### src/rtl/multicycle_sequencer.sv
// rtl/multicycle_sequencer.sv - multi-cycle processor control sequencer
// Steps each instruction through its stages and drives per-stage datapath enables.
module multicycle_sequencer #(
  parameter int COUNT_WIDTH = 16,
  parameter int MEM_TIMEOUT = 15
) (
  input  logic                   Clock,
  input  logic                   Reset,
  input  logic                   Run,
  input  logic                   Halt,
  input  logic [1:0]             InstrClass,
  input  logic                   BranchTaken,
  input  logic                   MemReady,
  output logic [2:0]             Stage,
  output logic                   IrWrite,
  output logic                   PcWrite,
  output logic                   MemRead,
  output logic                   MemWrite,
  output logic                   AluEnable,
  output logic                   RegWrite,
  output logic                   InstrDone,
  output logic [COUNT_WIDTH-1:0] InstrCount,
  output logic                   Fault
);

  typedef enum logic [2:0] {
    S_IDLE      = 3'd0,
    S_FETCH     = 3'd1,
    S_DECODE    = 3'd2,
    S_EXECUTE   = 3'd3,
    S_MEMORY    = 3'd4,
    S_WRITEBACK = 3'd5,
    S_FAULT     = 3'd7
  } state_t;

  localparam logic [1:0] C_ALU    = 2'd0;
  localparam logic [1:0] C_LOAD   = 2'd1;
  localparam logic [1:0] C_STORE  = 2'd2;
  localparam logic [1:0] C_BRANCH = 2'd3;
  localparam logic [7:0] WAIT_LIMIT = 8'(MEM_TIMEOUT - 1);

  state_t                 state_q, state_d;
  logic [1:0]             class_q, class_d;
  logic [7:0]             wait_q, wait_d;
  logic [COUNT_WIDTH-1:0] count_q, count_d;
  logic                   retire;

  always_comb begin
    state_d   = state_q;
    class_d   = class_q;
    wait_d    = '0;
    count_d   = count_q;
    retire    = 1'b0;
    IrWrite   = 1'b0;
    PcWrite   = 1'b0;
    MemRead   = 1'b0;
    MemWrite  = 1'b0;
    AluEnable = 1'b0;
    RegWrite  = 1'b0;
    InstrDone = 1'b0;

    case (state_q)
      S_IDLE: begin
        if (Run) state_d = S_FETCH;
      end
      S_FETCH: begin
        MemRead = 1'b1;
        IrWrite = MemReady;
        PcWrite = MemReady;
        if (MemReady) state_d = S_DECODE;
        else if (wait_q == WAIT_LIMIT) state_d = S_FAULT;
        else wait_d = wait_q + 8'd1;
      end
      S_DECODE: begin
        class_d = InstrClass;
        state_d = S_EXECUTE;
      end
      S_EXECUTE: begin
        AluEnable = 1'b1;
        case (class_q)
          C_ALU:           state_d = S_WRITEBACK;
          C_LOAD, C_STORE: state_d = S_MEMORY;
          default: begin
            PcWrite = BranchTaken;
            retire  = 1'b1;
          end
        endcase
      end
      S_MEMORY: begin
        MemRead  = (class_q == C_LOAD);
        MemWrite = (class_q == C_STORE);
        if (MemReady) begin
          if (class_q == C_LOAD) state_d = S_WRITEBACK;
          else retire = 1'b1;
        end else if (wait_q == WAIT_LIMIT) state_d = S_FAULT;
        else wait_d = wait_q + 8'd1;
      end
      S_WRITEBACK: begin
        RegWrite = 1'b1;
        retire   = 1'b1;
      end
      S_FAULT: state_d = S_FAULT;
      default: state_d = S_IDLE;
    endcase

    // Retirement overrides the stage's own next state; Halt picks idle vs. next fetch.
    if (retire) begin
      InstrDone = 1'b1;
      count_d   = count_q + COUNT_WIDTH'(1);
      state_d   = Halt ? S_IDLE : S_FETCH;
    end
  end

  always_ff @(posedge Clock) begin
    if (Reset) begin
      state_q <= S_IDLE;
      class_q <= '0;
      wait_q  <= '0;
      count_q <= '0;
    end else begin
      state_q <= state_d;
      class_q <= class_d;
      wait_q  <= wait_d;
      count_q <= count_d;
    end
  end

  assign Stage      = state_q;
  assign Fault      = (state_q == S_FAULT);
  assign InstrCount = count_q;

endmodule

### config.mk
export PLATFORM = sky130hd
export DESIGN_NAME = multicycle_sequencer
export DESIGN_NICKNAME = d
export VERILOG_FILES = /design/src/rtl/multicycle_sequencer.sv
export SDC_FILE = /design/constraint.sdc
export NUM_CORES = 1
export LEC_CHECK = 0
export CAP_MARGIN = 25
export CORE_UTILIZATION = 50
export DETAILED_ROUTE_END_ITERATION = 8
export PLACE_DENSITY = 0.89
export SYNTH_ARGS = -nofsm -noshare
export SYNTH_HDL_FRONTEND = slang
export SYNTH_SLANG_ARGS = --single-unit
### constraint.sdc
create_clock -name Clock -period 2.65 [get_ports Clock]
set_clock_uncertainty 0.1 [all_clocks]
set_input_delay 0.53 -clock Clock [delete_from_list [all_inputs] [get_ports Clock]]
set_output_delay 0.53 -clock Clock [all_outputs]
set_load 0.1 [all_outputs]
==> summary.txt <==
simple logic cell fraction of the synthesized area: 28.3%
hold buffer count at cts: 0
critical path peak fanout: 18
data arrival time of the critical path: 1.73 ns
Clock Latency Late Sink: 0.33 ns
number of global-route vias before repair: 1235
Sw Ratio: 33.7%
Area Growth Syn to Fin: 29.8%
highest-delay cell along the critical path: dfxtp_2
Design Power: 0.953 mW
Synth Cell Area: 0.00160 mm^2
cells after synthesis: 189
ratio of cells with drive above 1 in the final layout: 23.8%
Die Height: 58.6 um
Post-CTS Resized: 0
total number of nets in the final design: 241
clk buf depth: 2
die outline area: 0.00343 mm^2
share of total power in the clock network: 26.5%
final number of setup-violating endpoints: 0
First-pass DRT Iterations: 6
Core Footprint: 0.00305 mm^2
status: complete, but fails checks
Setup crit end kind: output pin
switching power of the nets: 0.321 mW
flop2flop setup slack: 0.55 ns
biggest cell delay along the critical path: 0.54 ns
largest area contributor in the synthesized netlist: dfxtp_1
Initial Util: 52.5%
vias after detailed routing: 1427
tightest slew margin relative to the limit: 61.5%
share of the clock period used by the worst path: 89.1%
Max VDD drop: 0.234 mV
critical path launch point type: flop
unrepaired setup endpoints after global routing: no
post-DP HPWL: 2.53 mm
register bit count reported by yosys: 29
drt wl/cell: 12.9 um
sequential element share of the synthesized area: 36.2%
xor and xnor area share after synthesis: 10.9%
count of antenna-violating nets left after detailed routing: 0
width of the die: 58.6 um
clock transition time at the flip-flop clock pins of the worst setup and hold paths: 0.09 ns
global-route wire length before repair: 5.66 mm
most common cell after layout, fill and taps aside: nor2_1
cell occurring most often along the worst timing path: nand2_4
H-Tree Depth: 2
total number of placement rows: 20
cell breakdown of the critical path: nor2b_4 > nand2_4 > inv_2 > nand2_4 > nand2_4 > buf_12
max-cap viol count: 0
Final Hold Violating Endpoints: 0
share of cell area taken by muxes after synthesis: 0.703%
Mean Syn Cell Area: 8.47 um^2
top-level port count: 35
pins over their slew limit: 0
total number of yosys warnings: 0
Setup Buffers After CTS: 0
Netlist cell types: 39
global-route usage over all layers: 22.2%
relative contribution of combinational cells to total power: 23.9%
synthesized-area fraction occupied by ao, oa, aoi and oai cells: 14.6%
share of synthesized cell area in full adder, half adder and majority cells: 5.47%
Critical Path RT: 2.02 ns
clock tree root buffer cell: clkbuf_4
via count normalized by instance count: 5.27
Sequential Area: 584 um^2
largest family of logic cells by synthesized area: simple AND/OR/NAND/NOR gates
post-layout minimum cycle time: 2.36 ns
hold crit path type: flop to flop
number of antenna violations at the first check in global routing: 0
cell internal power dissipation: 0.632 mW
relative contribution of sequential cells to total power: 49.7%
clock tree sinks: 29
total CTS buffers: 5
pin count of the biggest net entering global routing: 19
Net Count, Synth: 204
# port buffers: 34
failing checks: DRC
total routed wirelength: 3.49 mm
Power Density: 458 mW/mm^2
number of DRC violations after detailed routing: 1
setup TNS: 0 ns
transition time of the tightest slew-check pin: 0.577 ns
grt ovf: 0
leading cell types in the layout, fill and taps excluded: 29 x nor2_1, 26 x dfxtp_1, 25 x buf_4
ranking of synthesized cells by area: dfxtp_1 36%, xnor2_1 8.2%, nor2_1 7.0%
count of routing violations after the opening detailed-route iteration: 84
final-layout fill cell count: 258
combined area of the multi-input logic cells: 991 um^2
maximum operating frequency: 424 MHz
static power due to leakage: 0.791 nW
final antenna diode count: 0
kind of critical path: flop to output pin
RD Place Congestion: 0.861
post-synth top area share: 36.3%
clock tree from TritonCTS: done
state kept, by name, summed over array words and instances (netlist names):
signal      flops
InstrCount     16
wait_q          8
Stage           3
class_q         2
power groups by stage:
stage	sequential, mW	clock [mW]	combinational (mW)
2_1_floorplan	0.500	0	0.146
3_3_place_gp	0.482	0	0.225
3_5_place_dp	0.483	0	0.227
4_1_cts	0.473	0.259	0.228
5_1_grt	0.477	0.273	0.240
6_report	0.474	0.252	0.227
cell families (layout without fill, tap and decap cells):
family                   count (synthesis)  count (layout)
AND/OR/NAND/NOR                         85              85
adder cells (fa/ha/maj)                  7               7
AO/OA/AOI/OAI                           33              33
multiplexers                             1               1
buffers and inverters                   14              52
XOR/XNOR                                20              20
flip-flops                              29              29
worst max-delay path, delay by kind of cell, from the launching register on:
kind	cells	cell delay, ns
flops	1	0.54
simple gates	4	0.54
buf+inv	2	0.31
final cells by class:
type	count	area share (%)
multi-input cells	146	47.7
flip-flops and latches	29	28.1
repair buffers	38	18.2
well taps	44	2.65
clock buffers	8	2.35
inverters	6	1.08
cell usage after synthesis:
| cell | count |
|---|---|
| nor3b_1 | 3 |
| nor2b_4 | 1 |
| dfxtp_1 | 29 |
| and3_1 | 3 |
| nor2_1 | 30 |
| a2111oi_0 | 1 |
| xor2_1 | 5 |
| o21ai_0 | 1 |
| or3_1 | 1 |
| nand3b_1 | 1 |
| o2111ai_1 | 1 |
| a211oi_1 | 4 |
| o32ai_2 | 1 |
| nand2b_1 | 4 |
| xnor2_1 | 15 |
| buf_6 | 1 |
| clkbuf_1 | 7 |
| a21o_1 | 1 |
| nand3_1 | 7 |
| and2_1 | 4 |
| ha_1 | 7 |
| a21boi_0 | 2 |
| nand2_4 | 3 |
| o21ai_4 | 1 |
| a2111oi_2 | 1 |
| or4_4 | 1 |
| inv_1 | 5 |
| o32ai_1 | 1 |
| nor3_1 | 4 |
| and4_1 | 2 |
| o21a_1 | 1 |
| a22oi_1 | 2 |
| nor4_1 | 2 |
| nand2_1 | 11 |
| mux2_2 | 1 |
| nor2b_1 | 3 |
| nand4_1 | 5 |
| a21oi_1 | 16 |
| inv_2 | 1 |
metrics by stage:
| step | util, % | area [um^2] | cells | worst slack [ns] | hold WS [ns] |
|---|---|---|---|---|---|
| 2_1_floorplan | - | 1640 | 189 | 0.0315 | 0.341 |
| 3_5_place_dp | 66.5 | 2030 | 263 | 0.204 | 0.380 |
| 3_3_place_gp | 66.5 | 2030 | 263 | 0.250 | 0.363 |
| 4_1_cts | 68.1 | 2080 | 271 | 0.297 | 0.400 |
| 6_report | 68.1 | 2080 | 271 | 0.289 | 0.397 |
| 5_1_grt | 68.1 | 2080 | 271 | 0.207 | 0.440 |
path summary, 6_finish.rpt:
| check | depth (start not counted) | to | startpoint |
|---|---|---|---|
| setup / recovery | 6 | InstrDone | Stage[0] |
| hold / removal | 1 | wait_q[0] | wait_q[0] |
| setup reg to reg | 7 | InstrCount[15] | Stage[0] |
| hold reg to reg | 1 | wait_q[0] | wait_q[0] |
per-layer routing:
metal	routed length, um	global-route usage [%]
met1	1740	29.5
met2	1500	33.8
met5	0	0
met3	159	5.27
met4	82	11.2
No activity file was read; power rests on OpenSTA's default activity.
